==> src/rtl/maku_uart_pkg.sv <==
// maku_uart_pkg
// Shared types and helpers for the UART transmit path.
//   parity_e      : frame parity selection (two encodings mean "no parity")
//   tx_state_e    : transmit FSM states
//   data_len()    : maps the 2-bit data-length field to a bit count (5..8)
//   parity_on()   : true when a parity bit is inserted into the frame
package maku_uart_pkg;

  typedef enum logic [1:0] {
    PAR_NONE  = 2'd0,
    PAR_EVEN  = 2'd1,
    PAR_ODD   = 2'd2,
    PAR_NONE2 = 2'd3
  } parity_e;

  typedef enum logic [2:0] {
    ST_IDLE      = 3'd0,
    ST_START     = 3'd1,
    ST_DATA      = 3'd2,
    ST_PARITY    = 3'd3,
    ST_STOP      = 3'd4,
    ST_BREAK     = 3'd5,
    ST_BRK_GUARD = 3'd6
  } tx_state_e;

  // 100 MHz core clock / 115200 baud
  localparam int DEFAULT_BAUD_DIV = 868;

  function automatic logic [3:0] data_len(input logic [1:0] cfg_data_bits);
    return 4'd5 + {2'b00, cfg_data_bits};
  endfunction

  function automatic logic parity_on(input parity_e par);
    return (par == PAR_EVEN) || (par == PAR_ODD);
  endfunction

endpackage

==> src/rtl/maku_sync_fifo.sv <==
// maku_sync_fifo
// Single-clock FIFO. Read data is registered on the pop edge, so o_rdata
// holds the most recently popped entry until the next pop.
//   i_clk, i_rst : clock, asynchronous active-high reset
//   i_push       : write request; ignored while full (even if popping)
//   i_wdata      : write data
//   i_pop        : read request; ignored while empty
//   o_rdata      : last popped entry
//   o_full       : registered full flag
//   o_empty      : registered empty flag
//   o_count      : registered occupancy
module maku_sync_fifo #(
  parameter int WIDTH = 8,
  parameter int DEPTH = 16
) (
  input  logic                           i_clk,
  input  logic                           i_rst,
  input  logic                           i_push,
  input  logic [WIDTH-1:0]               i_wdata,
  input  logic                           i_pop,
  output logic [WIDTH-1:0]               o_rdata,
  output logic                           o_full,
  output logic                           o_empty,
  output logic [$clog2(DEPTH+1)-1:0]     o_count
);

  localparam int AW = $clog2(DEPTH);
  localparam int CW = $clog2(DEPTH+1);

  logic [WIDTH-1:0] r_mem [DEPTH];
  logic [AW-1:0]    r_wr_ptr;
  logic [AW-1:0]    r_rd_ptr;
  logic [CW-1:0]    r_count;
  logic [CW-1:0]    w_count_next;
  logic [WIDTH-1:0] r_rdata;
  logic             r_full;
  logic             r_empty;
  logic             w_push;
  logic             w_pop;

  // Gating on the registered full flag means a full FIFO refuses a write
  // even when the same edge frees a slot.
  assign w_push = i_push && !r_full;
  assign w_pop  = i_pop  && !r_empty;

  always_comb begin
    w_count_next = r_count;
    if (w_push && !w_pop) begin
      w_count_next = r_count + CW'(1);
    end else if (!w_push && w_pop) begin
      w_count_next = r_count - CW'(1);
    end
  end

  // Storage has no reset; pointers and count define validity.
  always_ff @(posedge i_clk) begin
    if (w_push) begin
      r_mem[r_wr_ptr] <= i_wdata;
    end
  end

  always_ff @(posedge i_clk or posedge i_rst) begin
    if (i_rst) begin
      r_wr_ptr <= '0;
      r_rd_ptr <= '0;
      r_count  <= '0;
      r_rdata  <= '0;
      r_full   <= 1'b0;
      r_empty  <= 1'b1;
    end else begin
      if (w_push) begin
        r_wr_ptr <= r_wr_ptr + AW'(1);
      end
      if (w_pop) begin
        r_rd_ptr <= r_rd_ptr + AW'(1);
        r_rdata  <= r_mem[r_rd_ptr];
      end
      r_count <= w_count_next;
      r_full  <= (w_count_next == CW'(DEPTH));
      r_empty <= (w_count_next == '0);
    end
  end

  assign o_rdata = r_rdata;
  assign o_full  = r_full;
  assign o_empty = r_empty;
  assign o_count = r_count;

endmodule

==> src/rtl/maku_uart_tx_engine.sv <==
// maku_uart_tx_engine
// UART transmitter with a write FIFO and runtime frame configuration.
//   i_clk, i_rst     : core clock, asynchronous active-high reset
//   i_cfg_div        : clocks per bit (0 and 1 behave as 2)
//   i_cfg_data_bits  : 0..3 -> 5..8 data bits
//   i_cfg_parity     : 0 none, 1 even, 2 odd, 3 none
//   i_cfg_stop2      : two stop bits when set
//   i_cfg_break      : hold the line low (honoured only between frames)
//   i_wr_valid/data  : byte write; accepted when o_wr_ready
//   o_wr_ready       : FIFO not full
//   o_tx             : serial line, idle high
//   o_busy           : FSM active or FIFO non-empty
//   o_fifo_count     : FIFO occupancy
//   o_tx_done        : one-cycle pulse in the last cycle of each frame
//
// state        | meaning
// -------------+-----------------------------------------------------
// ST_IDLE      | line high, waiting for break request or queued byte
// ST_START     | start bit (low)
// ST_DATA      | data bits, LSB first
// ST_PARITY    | parity bit
// ST_STOP      | 1 or 2 stop bits (high); chains into the next frame
// ST_BREAK     | line held low while break is requested
// ST_BRK_GUARD | one bit time high after a break, then idle
module maku_uart_tx_engine
  import maku_uart_pkg::*;
#(
  parameter int FIFO_DEPTH = 16,
  parameter int DIV_W      = 16,
  parameter int RESET_DIV  = DEFAULT_BAUD_DIV
) (
  input  logic                               i_clk,
  input  logic                               i_rst,
  input  logic [DIV_W-1:0]                   i_cfg_div,
  input  logic [1:0]                         i_cfg_data_bits,
  input  logic [1:0]                         i_cfg_parity,
  input  logic                               i_cfg_stop2,
  input  logic                               i_cfg_break,
  input  logic                               i_wr_valid,
  input  logic [7:0]                         i_wr_data,
  output logic                               o_wr_ready,
  output logic                               o_tx,
  output logic                               o_busy,
  output logic [$clog2(FIFO_DEPTH+1)-1:0]    o_fifo_count,
  output logic                               o_tx_done
);

  tx_state_e        r_state;
  tx_state_e        w_state_next;

  logic [DIV_W-1:0] r_baud;
  logic [DIV_W-1:0] w_baud_next;
  logic [DIV_W-1:0] r_div;
  logic [DIV_W-1:0] w_div_live;
  logic             w_bit_end;

  logic [3:0]       r_len;
  parity_e          r_parity;
  logic             r_stop2;
  logic             w_latch;

  logic [2:0]       r_bit_idx;
  logic [2:0]       w_bit_idx_next;
  logic [7:0]       r_shift;
  logic [7:0]       w_shift_next;
  logic             r_par;
  logic             w_par_next;
  logic             w_par_calc;
  logic [7:0]       w_len_mask;
  logic             w_last_data;
  logic             w_last_stop;

  logic             r_tx;
  logic             w_tx_next;
  logic             r_tx_done;
  logic             w_tx_done_next;

  logic             w_pop;
  logic [7:0]       w_fifo_rdata;
  logic             w_fifo_full;
  logic             w_fifo_empty;

  maku_sync_fifo #(
    .WIDTH (8),
    .DEPTH (FIFO_DEPTH)
  ) u_fifo (
    .i_clk   (i_clk),
    .i_rst   (i_rst),
    .i_push  (i_wr_valid),
    .i_wdata (i_wr_data),
    .i_pop   (w_pop),
    .o_rdata (w_fifo_rdata),
    .o_full  (w_fifo_full),
    .o_empty (w_fifo_empty),
    .o_count (o_fifo_count)
  );

  assign w_div_live  = (i_cfg_div < DIV_W'(2)) ? DIV_W'(2) : i_cfg_div;
  assign w_bit_end   = (r_baud == '0);

  // Parity is computed once, from the popped byte, on entry to DATA;
  // bits above the configured length are masked out.
  assign w_len_mask  = 8'hFF >> (4'd8 - r_len);
  assign w_par_calc  = (^(w_fifo_rdata & w_len_mask)) ^ (r_parity == PAR_ODD);
  assign w_last_data = ({1'b0, r_bit_idx} == (r_len - 4'd1));
  assign w_last_stop = r_stop2 ? (r_bit_idx == 3'd1) : 1'b1;

  always_comb begin
    w_state_next   = r_state;
    w_baud_next    = r_baud;
    w_bit_idx_next = r_bit_idx;
    w_shift_next   = r_shift;
    w_par_next     = r_par;
    w_tx_next      = r_tx;
    w_tx_done_next = 1'b0;
    w_pop          = 1'b0;
    w_latch        = 1'b0;

    case (r_state)
      ST_IDLE: begin
        w_tx_next   = 1'b1;
        w_baud_next = '0;
        if (i_cfg_break) begin
          w_state_next = ST_BREAK;
          w_tx_next    = 1'b0;
        end else if (!w_fifo_empty) begin
          w_pop        = 1'b1;
          w_latch      = 1'b1;
          w_state_next = ST_START;
          w_tx_next    = 1'b0;
          w_baud_next  = w_div_live - DIV_W'(1);
        end
      end

      ST_START: begin
        if (w_bit_end) begin
          w_state_next   = ST_DATA;
          w_tx_next      = w_fifo_rdata[0];
          w_shift_next   = {1'b0, w_fifo_rdata[7:1]};
          w_par_next     = w_par_calc;
          w_bit_idx_next = 3'd0;
          w_baud_next    = r_div - DIV_W'(1);
        end else begin
          w_baud_next = r_baud - DIV_W'(1);
        end
      end

      ST_DATA: begin
        if (w_bit_end) begin
          w_baud_next = r_div - DIV_W'(1);
          if (w_last_data) begin
            w_bit_idx_next = 3'd0;
            if (parity_on(r_parity)) begin
              w_state_next = ST_PARITY;
              w_tx_next    = r_par;
            end else begin
              w_state_next = ST_STOP;
              w_tx_next    = 1'b1;
            end
          end else begin
            w_bit_idx_next = r_bit_idx + 3'd1;
            w_tx_next      = r_shift[0];
            w_shift_next   = {1'b0, r_shift[7:1]};
          end
        end else begin
          w_baud_next = r_baud - DIV_W'(1);
        end
      end

      ST_PARITY: begin
        if (w_bit_end) begin
          w_state_next   = ST_STOP;
          w_tx_next      = 1'b1;
          w_bit_idx_next = 3'd0;
          w_baud_next    = r_div - DIV_W'(1);
        end else begin
          w_baud_next = r_baud - DIV_W'(1);
        end
      end

      ST_STOP: begin
        // div >= 2, so the counter passes through 1 exactly once per bit;
        // registering here puts the pulse on the final cycle.
        w_tx_done_next = w_last_stop && (r_baud == DIV_W'(1));
        if (w_bit_end) begin
          if (!w_last_stop) begin
            w_bit_idx_next = r_bit_idx + 3'd1;
            w_baud_next    = r_div - DIV_W'(1);
          end else if (i_cfg_break) begin
            w_state_next = ST_BREAK;
            w_tx_next    = 1'b0;
            w_baud_next  = '0;
          end else if (!w_fifo_empty) begin
            w_pop        = 1'b1;
            w_latch      = 1'b1;
            w_state_next = ST_START;
            w_tx_next    = 1'b0;
            w_baud_next  = w_div_live - DIV_W'(1);
          end else begin
            w_state_next = ST_IDLE;
            w_tx_next    = 1'b1;
            w_baud_next  = '0;
          end
        end else begin
          w_baud_next = r_baud - DIV_W'(1);
        end
      end

      ST_BREAK: begin
        w_tx_next = 1'b0;
        if (!i_cfg_break) begin
          w_state_next = ST_BRK_GUARD;
          w_tx_next    = 1'b1;
          w_baud_next  = r_div - DIV_W'(1);
        end
      end

      ST_BRK_GUARD: begin
        w_tx_next = 1'b1;
        if (w_bit_end) begin
          w_state_next = ST_IDLE;
          w_baud_next  = '0;
        end else begin
          w_baud_next = r_baud - DIV_W'(1);
        end
      end

      default: begin
        w_state_next = ST_IDLE;
        w_tx_next    = 1'b1;
        w_baud_next  = '0;
      end
    endcase
  end

  always_ff @(posedge i_clk or posedge i_rst) begin
    if (i_rst) begin
      r_state <= ST_IDLE;
    end else begin
      r_state <= w_state_next;
    end
  end

  always_ff @(posedge i_clk or posedge i_rst) begin
    if (i_rst) begin
      r_baud    <= '0;
      r_bit_idx <= 3'd0;
      r_shift   <= 8'd0;
      r_par     <= 1'b0;
      r_tx      <= 1'b1;
      r_tx_done <= 1'b0;
      r_div     <= DIV_W'(RESET_DIV);
      r_len     <= 4'd8;
      r_parity  <= PAR_NONE;
      r_stop2   <= 1'b0;
    end else begin
      r_baud    <= w_baud_next;
      r_bit_idx <= w_bit_idx_next;
      r_shift   <= w_shift_next;
      r_par     <= w_par_next;
      r_tx      <= w_tx_next;
      r_tx_done <= w_tx_done_next;
      // Frame format is frozen on entry to START; later config changes
      // only affect the following frame.
      if (w_latch) begin
        r_div    <= w_div_live;
        r_len    <= data_len(i_cfg_data_bits);
        r_parity <= parity_e'(i_cfg_parity);
        r_stop2  <= i_cfg_stop2;
      end
    end
  end

  assign o_tx       = r_tx;
  assign o_tx_done  = r_tx_done;
  assign o_wr_ready = !w_fifo_full;
  // Decoded purely from registered state; no input feeds this path.
  assign o_busy     = (r_state != ST_IDLE) || !w_fifo_empty;

endmodule

==> config.mk <==
export PLATFORM = sky130hd
export DESIGN_NAME = maku_uart_tx_engine
export DESIGN_NICKNAME = d
export VERILOG_FILES = /design/src/rtl/maku_uart_pkg.sv /design/src/rtl/maku_sync_fifo.sv /design/src/rtl/maku_uart_tx_engine.sv
export SDC_FILE = /design/constraint.sdc
export NUM_CORES = 1
export LEC_CHECK = 0
export CAP_MARGIN = 20
export CORE_ASPECT_RATIO = 0.7
export CORE_MARGIN = 1
export CORE_UTILIZATION = 45
export CTS_BUF_LIST = sky130_fd_sc_hd__clkbuf_4 sky130_fd_sc_hd__clkbuf_8
export DETAILED_ROUTE_END_ITERATION = 7
export MAX_ROUTING_LAYER = met4
export PLACE_DENSITY = 0.62
export SLEW_MARGIN = 5
export SYNTH_ARGS = -nofsm -noshare
export SYNTH_HDL_FRONTEND = slang
export SYNTH_HIERARCHICAL = 1
export SYNTH_SLANG_ARGS = --single-unit
==> constraint.sdc <==
create_clock -name i_clk -period 4.2 [get_ports i_clk]
set_input_delay 1.26 -clock i_clk [delete_from_list [all_inputs] [get_ports i_clk]]
set_output_delay 1.26 -clock i_clk [all_outputs]
set_load 0.02 [all_outputs]
==> out/results.ini, run 1 <==
[floorplanning]
initial_core_util_pct = 46.3
die_w_um = 185
die_area_um2 = 24100
die_h_um = 130
core_area_um2 = 22800
ios = 42
rows = 46

[setup_path]
path_max_fanout = 4
required_ps = 4600
crit_slowest_cell = clkdlybuf4s50_1
critPathLaunchType = input port
crit_path_end_kind = register
critPathKind = input port to register
cpMostUsedCell = nand2b_1
slowest_delay_ps = 590
worstPathArrival_ps = 4070
path_cells = clkdlybuf4s50_1 -> nor4_4 -> nand2b_1 -> o31ai_1 -> ha_1 -> nand2b_1 -> o41a_1 -> o21ai_0 -> o32ai_1 -> a32oi_1 -> nand3_1

[placement]
dp_hpwl_mm = 19.8
gp_congestion = 0.982
place_area_um2 = 11400
port_buffers = 41
dp_slack_ps = 57.7
place_inst = 1274

[synth]
synth_area_per_cell_um2 = 11.4
synth_top_family_by_area = simple AND/OR/NAND/NOR gates
seq_area_frac_synth_pct = 54.9
yosys_register_bits = 206
synth_mux_area_share_pct = 8.13
synth_area_um2 = 10600
synth_compound_area_share_pct = 10.5
synth_xor_area_share_pct = 4.23
synthAdderAreaFrac_pct = 2.25
syn-num-nets = 982
synth_edf_count = 128
netlist_instances = 930
yosys.area_share.simple_pct = 16.4
yosysUniqueCellTypes = 83
ys.warnings.count = 6
async_flop_share_pct = 37.9
synth_ff_type = edfxtp_1

[timing]
whs_ps = 462
setup-violations-final = 0
post-route-min-period_ps = 3670
timing.final.crit_share_pct = 87.3
hold_viol_final = 0
fmax_ghz = 0.273
rsz0062_at_grt = no
maxSlewViolCount = 0
setup-tns-final_ps = 0
tightest_slew_ps = 1010
finalClockSkew_ps = 15.9
worst_slack_ps = 533
maxSlewHeadroom_pct = 32.5

[route]
drt_iter0_drc = 838
drtPass1Iterations = 6
antenna_left = 0
vias = 7809
viasPerCell = 5.85
drt-total-wl_mm = 28.6
drc = 0
wire_per_inst_um = 21.4

[power]
pwr-share-clk_pct = 20.9
switching_share_pct = 40.8
seq_power_share_pct = 38.0
combinationalPowerShare_pct = 41.0
leakagePower_nw = 4.67
p_per_area_nw_per_um2 = 711
p_switching_mw = 3.50
peakVddDrop_v = 0.000333
internal_power_mw = 5.07
total_power_mw = 8.57

[clocking]
clk_latency_ps = 520
post_cts_resized = 0
cts_tree = yes
cts_buffers = 35
cts_setup_buffers = 0
clockBufferDepth = 3
cts_root_buf = clkbuf_8
cts_num_sinks = 206
clk_pin_slew_ps = 60
htreeDepth = 2
ctsHoldBuffers = 0

[layout]
n_antenna_cell = 0
fin_nets = 1051
fin_util_pct = 52.8
fill_cells = 2020
post-route-cell-area_um2 = 12100
layout_common_cells = edfxtp_1, nand2_1, dfrtp_1
area_growth_pct = 13.9
fin_cells = 1336
final_common_cell = edfxtp_1
drive_above_1_share_pct = 14.4

[global_route]
antenna_found_initial = 0
grt_max_degree = 56
grt_usage_pct = 25.0
overflow = 0
grt_first_pass_wirelength_mm = 43.1
grt_pass1_vias = 7234

[status]
status = finished clean

[run]
cap_violations = 0

[hold_path]
hp-class = register to register

[cell families after synthesis]
logic type                 count (synthesis)
AOI/OAI and AO/OA                        172
xor gates and xnor gates                  48
adders and majority gates                 19
buffers and inverters                     70
DFF                                      206
muxes                                     84
and+or+nand+nor                          331
[worst max-delay path: cells and delay by family]
family / cells / cell delay, ps
fa+ha+maj: 1 / 230
simple gates: 4 / 680
buf+inv: 1 / 590
compound gates: 5 / 1300
[final cells by class]
type,count,area (µm²),share of cell area [%]
sequential,206,5810,48.2
clock inverter,9,47.5,0.394
tap,312,390,3.24
timing repair buffer,74,658,5.46
inverter,28,105,0.872
multi-input combinational,654,4400,36.5
clock buffer,53,648,5.38
[state kept, by name, indices dropped and copies added, names as in the netlist]
register	flops
u_fifo/r_mem	128
r_bit_idx	3
r_par	1
r_len	4
r_state	3
o_tx	1
u_fifo/r_wr_ptr	4
u_fifo/r_rd_ptr	4
r_div	16
u_fifo/o_count	5
o_tx_done	1
u_fifo/o_full	1
u_fifo/o_rdata	8
r_stop2	1
r_shift	7
r_parity	2
r_baud	16
u_fifo/o_empty	1
[Yosys cell counts, types with 5 or more instances]
cell type,count,area [µm²]
nand2_1,105,394
a22oi_1,6,45.0
xor2_1,16,140
xnor2_1,30,263
nor3_1,32,160
nand3_1,15,75.1
o211ai_1,5,37.5
or4_1,8,60.1
nor2b_1,8,50.1
inv_1,27,101
nand2b_1,12,75.1
nor2_1,66,248
mux2i_1,68,681
or3_1,5,31.3
nor4_1,13,81.3
dfrtp_1,70,1750
and2_1,18,113
ha_1,19,238
buf_2,7,35.0
edfxtp_1,128,3840
o21ai_0,41,205
nand4_1,10,62.6
o22ai_1,27,169
a21oi_1,38,190
clkbuf_1,14,52.6
mux2_2,16,180
buf_6,11,124
o221ai_1,6,52.6
dfstp_2,8,210
[power groups by stage]
| stage | Clock [mW] | Sequential (mW) | Combinational (mW) |
|---|---|---|---|
| floorplan | 0 | 3.01 | 2.66 |
| global placement | 0 | 3.28 | 3.40 |
| detailed placement | 0 | 3.28 | 3.43 |
| CTS | 1.84 | 3.25 | 3.44 |
| global route | 1.92 | 3.33 | 3.79 |
| finish | 1.79 | 3.26 | 3.52 |
[per-layer routing]
metal  global-route usage, %  vias to the layer above  part of all wire (%)
li1                        -                     3589                     -
met1                    40.1                     3845                    51
met2                    30.1                      330                    37
met3                    6.59                       45                    11
met4                    5.64                        0                   1.6
met5                       -                        -                     0
[path summary, 6_finish.rpt]
path	from	end	slack (ps)	cells past startpoint
hold reg to reg	r_len[3]$_DFFE_PP1P_	r_len[3]$_DFFE_PP1P_	460	2
max in group asynchronous	i_rst	u_fifo/r_rd_ptr[0]$_DFFE_PP0P_	2150	2
min in group asynchronous	i_rst	r_par$_DFFE_PP0P_	1310	3
setup reg to reg	r_baud[0]$_DFFE_PP0N_	u_fifo/o_full$_DFF_PP0_	850	13
setup / recovery	i_cfg_div[5]	r_baud[6]$_DFFE_PP0N_	530	11
hold / removal	r_len[3]$_DFFE_PP1P_	r_len[3]$_DFFE_PP1P_	460	2
Note: power is estimated with default switching activity, not from simulation.
==> run 2, diff against run 1 <==
==> constraint.sdc (replaced) <==
create_clock -name i_clk -period 3.81 [get_ports i_clk]
set_input_delay 1.143 -clock i_clk [delete_from_list [all_inputs] [get_ports i_clk]]
set_output_delay 1.143 -clock i_clk [all_outputs]
set_load 0.02 [all_outputs]
==> out/results.ini, run 2 (synthesis gave the netlist of run 1 again) <==
[timing]
rsz0062_at_grt = no
maxSlewViolCount = 0
setup-violations-final = 0
timing.final.crit_share_pct = 91.4
fmax_ghz = 0.287
maxSlewHeadroom_pct = 36.7
finalClockSkew_ps = 31.6
worst_slack_ps = 328
tightest_slew_ps = 941
post-route-min-period_ps = 3480
setup-tns-final_ps = 0
hold_viol_final = 0

[setup_path]
critPathLaunchType = input port
worstPathArrival_ps = 3900
cpMostUsedCell = nand2b_1
crit_path_end_kind = register
path_max_fanout = 2
path_cells = clkdlybuf4s50_1 -> nor4_4 -> nand2b_1 -> o31ai_1 -> ha_1 -> nand2b_1 -> o41a_1 -> o21ai_0 -> buf_4 -> o32ai_1 -> a32oi_1 -> nand3_1
critPathKind = input port to register
required_ps = 4230
crit_slowest_cell = clkdlybuf4s50_1
slowest_delay_ps = 570

[clocking]
clk_pin_slew_ps = 60
cts_root_buf = clkbuf_8
cts_tree = yes
cts_buffers = 34
htreeDepth = 2
cts_num_sinks = 206
clockBufferDepth = 3
ctsHoldBuffers = 0
clk_latency_ps = 530
post_cts_resized = 0
cts_setup_buffers = 0

[power]
peakVddDrop_v = 0.000335
p_per_area_nw_per_um2 = 780
seq_power_share_pct = 37.0
p_switching_mw = 3.87
switching_share_pct = 40.8
leakagePower_nw = 4.73
combinationalPowerShare_pct = 42.1
internal_power_mw = 5.62
pwr-share-clk_pct = 20.8

[status]
status = finished clean

[floorplanning]
initial_core_util_pct = 46.3
core_area_um2 = 22800
die_w_um = 185
rows = 46
die_area_um2 = 24100
ios = 42
die_h_um = 130

[route]
drt-total-wl_mm = 29.0
drc = 0
vias = 7753
viasPerCell = 5.74
wire_per_inst_um = 21.5
antenna_left = 0
drtPass1Iterations = 7
drt_iter0_drc = 852

[layout]
largest_reg_flops = 128
area_growth_pct = 14.9
largest-register = u_fifo/r_mem
top_regs = u_fifo/r_mem x128, r_baud x16, r_div x16
layout_common_cells = edfxtp_1, nand2_1, dfrtp_1
drive_above_1_share_pct = 15.7
fin_nets = 1064
fin_util_pct = 53.2
final_common_cell = edfxtp_1

[placement]
dp_hpwl_mm = 20.4
port_buffers = 41
dp_slack_ps = -201
gp_congestion = 0.983

[global_route]
grt_max_degree = 56
grt_first_pass_wirelength_mm = 43.7
grt_usage_pct = 25.5
grt_pass1_vias = 7008
overflow = 0
antenna_found_initial = 0

[run]
cap_violations = 0

[hold_path]
hp-class = register to register

-- run 2: cell types whose count changed in the layout (fill, tap and decap cells not counted) --
cell / delta
buf_4: +14
clkbuf_4: +2
clkbuf_8: -1
diode_2: +1
clkinv_1: -2
clkinvlp_4: +1
-- run 2: worst max-delay path: cells and delay by family --
kind	cells	cell delay, ps
AOI/OAI and AO/OA	5	1110
buffers and inverters	2	730
and+or+nand+nor	4	680
adders and majority gates	1	230
-- run 2: power groups by stage --
stage,registers [mW],clock network [mW],logic [mW]
floorplan,3.32,0,2.93
global placement,3.54,0,3.88
detailed placement,3.54,0,3.92
CTS,3.50,2.02,3.94
global route,3.58,2.12,4.33
finish,3.51,1.98,4.00
-- run 2: final timing paths --
kind | to | slack, ps | depth (start not counted) | from
max | r_baud[6]$_DFFE_PP0N_ | 330 | 12 | i_cfg_div[5]
max reg2reg | u_fifo/o_empty$_DFF_PP1_ | 400 | 13 | r_baud[0]$_DFFE_PP0N_
min reg2reg | r_len[3]$_DFFE_PP1P_ | 460 | 2 | r_len[3]$_DFFE_PP1P_
min | r_len[3]$_DFFE_PP1P_ | 460 | 2 | r_len[3]$_DFFE_PP1P_
min in group asynchronous | u_fifo/o_count[4]$_DFF_PP0_ | 840 | 2 | i_rst
max in group asynchronous | r_len[2]$_DFFE_PP0P_ | 2100 | 3 | i_rst
-- run 2: through the flow --
stage | area, µm² | cells | power (mW) | hold WS [ps]
2_1_floorplan | 10600 | 930 | 6.25 | 441
3_3_place_gp | 11500 | 1288 | 7.42 | 454
3_5_place_dp | 11500 | 1288 | 7.46 | 457
4_1_cts | 12200 | 1350 | 9.46 | 468
5_1_grt | 12200 | 1350 | 10.0 | 490
6_report | 12200 | 1351 | 9.49 | 464
-- run 2: area by class of cell --
| type | count | area, µm² |
|---|---|---|
| clock buffers | 54 | 649 |
| flip-flops and latches | 206 | 5810 |
| well taps | 312 | 390 |
| inverters | 28 | 105 |
| fillers | 2003 | 10700 |
| diodes | 1 | 2.50 |
| multi-input cells | 654 | 4400 |
| repair buffers | 88 | 763 |
| clock inverters | 8 | 47.5 |
-- run 2: metal layers --
layer	vias up	routed length, µm	track usage [%]
li1	3608	-	-
met1	3743	14900	42.0
met2	367	10500	29.1
met3	35	3110	6.87
met4	0	448	5.83
met5	-	0	-
==> run 3, diff against run 2 <==
--- a/config.mk
+++ b/config.mk
@@ -7,7 +7,7 @@
 export LEC_CHECK = 0
 export CAP_MARGIN = 20
 export CORE_ASPECT_RATIO = 0.7
-export CORE_MARGIN = 1
+export CORE_MARGIN = 3
 export CORE_UTILIZATION = 45
 export CTS_BUF_LIST = sky130_fd_sc_hd__clkbuf_4 sky130_fd_sc_hd__clkbuf_8
 export DETAILED_ROUTE_END_ITERATION = 7
==> constraint.sdc (replaced) <==
create_clock -name i_clk -period 3.81 [get_ports i_clk]
set_input_delay 1.143 -clock i_clk [delete_from_list [all_inputs] [get_ports i_clk]]
set_output_delay 1.143 -clock i_clk [all_outputs]
set_load 0.01 [all_outputs]
==> out/results.ini, run 3 (synthesis gave the netlist of run 1 again) <==
[status]
status = finished clean

[route]
viasPerCell = 5.70
antenna_left = 0
wire_per_inst_um = 20.2
vias = 7677
drtPass1Iterations = 7
drt-total-wl_mm = 27.3
drt_iter0_drc = 724
drc = 0

[layout]
largest-register = u_fifo/r_mem
fin_cells = 1348
layout_common_cells = edfxtp_1, nand2_1, dfrtp_1
fin_nets = 1064
largest_reg_flops = 128
n_antenna_cell = 0
drive_above_1_share_pct = 15.3
final_common_cell = edfxtp_1
area_growth_pct = 14.9
top_regs = u_fifo/r_mem x128, r_baud x16, r_div x16
post-route-cell-area_um2 = 12200

[setup_path]
r2r_start = r_baud[1]$_DFFE_PP0N_
critical_path_depth = 13
crit_path_end_kind = register
path_max_fanout = 2
r2r-end = u_fifo/o_full$_DFF_PP0_
crit_end = r_baud[6]$_DFFE_PP0N_
slowest_delay_ps = 400
required_ps = 4210
critPathLaunch = i_cfg_div[5]
critPathKind = input port to register
reg2regPathDepth = 13
reg2reg_slack_ps = 450
crit_slowest_cell = clkdlybuf4s50_1
path_delay_family = compound AO/OA/AOI/OAI gates
crit_buf_inv = 3
critPathLaunchType = input port
path_cells = clkdlybuf4s50_1 -> buf_4 -> nor4_4 -> nand2b_1 -> o31ai_1 -> ha_1 -> nand2b_1 -> o41a_1 -> o21ai_0 -> buf_4 -> o32ai_1 -> a32oi_1 -> nand3_1
worstPathArrival_ps = 3800

[clocking]
clk_latency_ps = 530
post_cts_resized = 0
cts_setup_buffers = 0
cts_buffers = 35
cts_root_buf = clkbuf_8
clk_pin_slew_ps = 60
htreeDepth = 2
cts_num_sinks = 206
cts_tree = yes
clockBufferDepth = 3
ctsHoldBuffers = 0

[floorplanning]
die_w_um = 189
initial_core_util_pct = 46.2
rows = 46
die_area_um2 = 25400
ios = 42
core_area_um2 = 22900
die_h_um = 134

[placement]
place_inst = 1287
place_area_um2 = 11500
port_buffers = 41
dp_hpwl_mm = 18.8
gp_congestion = 0.962

[hold_path]
min_from = r_len[3]$_DFFE_PP1P_
hp-class = register to register

[timing]
hold_viol_final = 0
setup-violations-final = 0
timing.final.crit_share_pct = 89.2
finalClockSkew_ps = 24.5
maxSlewHeadroom_pct = 42.7
post-route-min-period_ps = 3400
maxSlewViolCount = 0
rsz0062_at_grt = no
fmax_ghz = 0.294
tightest_slew_ps = 857

[global_route]
grt_max_degree = 43
antenna_found_initial = 0
overflow = 0
grt_first_pass_wirelength_mm = 42.3
grt_pass1_vias = 7289
grt_usage_pct = 22.2

[power]
leakagePower_nw = 4.72
p_per_area_nw_per_um2 = 762
peakVddDrop_v = 0.000330

[run]
cap_violations = 0

run 3: metrics by stage:
step | total power [mW] | setup TNS (ps) | hold slack, ps | setup slack, ps | utilization (%)
final | 9.27 | 0 | 467 | 413 | 53.1
after global routing | 9.88 | 0 | 499 | 176 | 53.1
after CTS | 9.27 | 0 | 470 | 436 | 53.1
after detailed placement | 7.26 | -211 | 462 | -106 | 50.1
after global placement | 7.23 | 0 | 450 | 16.5 | 50.1
after floorplan | 6.22 | 0 | 441 | 523 | -
run 3: cell type report:
class	count	area, µm²
timing repair buffer	87	768
clock buffer	51	608
fill	2085	10700
inverter	28	105
multi-input combinational	654	4400
sequential	206	5810
clock inverter	10	80.1
tap	312	390
run 3: worst register-to-register path, cell delays in order (launching register included):
cell	delay (ps)
dfrtp_1	450
inv_1	150
ha_1	320
nor4b_4	420
and4_1	340
a21oi_1	130
nand2b_1	220
inv_2	80
nand2b_1	50
buf_4	190
nor2_1	270
a22oi_1	140
xnor2_1	180
nor4_1	310
run 3: worst min-delay path by stage:
stage | to | slack (ps) | cells past startpoint
after floorplan | r_len[3]$_DFFE_PP1P_ | 440 | 2
after global placement | r_len[3]$_DFFE_PP1P_ | 450 | 2
after detailed placement | r_len[3]$_DFFE_PP1P_ | 460 | 2
after CTS | r_len[3]$_DFFE_PP1P_ | 470 | 2
after global routing | r_len[3]$_DFFE_PP1P_ | 500 | 2
final | r_len[3]$_DFFE_PP1P_ | 470 | 2
run 3: layer usage:
metal | vias up | track usage (%) | share of wire (%)
li1 | 3618 | - | -
met1 | 3732 | 34.8 | 51
met2 | 285 | 27.5 | 38
met3 | 42 | 6.35 | 9.0
met4 | 0 | 5.70 | 1.8
met5 | - | - | 0
run 3: power by group:
| part | total [mW] | leakage [nW] | internal, mW | switching, mW |
|---|---|---|---|---|
| clock | 1.98 | 0.363 | 1.10 | 0.881 |
| combinational | 3.75 | 2.25 | 1.60 | 2.15 |
| sequential | 3.54 | 2.11 | 2.91 | 0.634 |
| total | 9.27 | 4.72 | 5.60 | 3.67 |
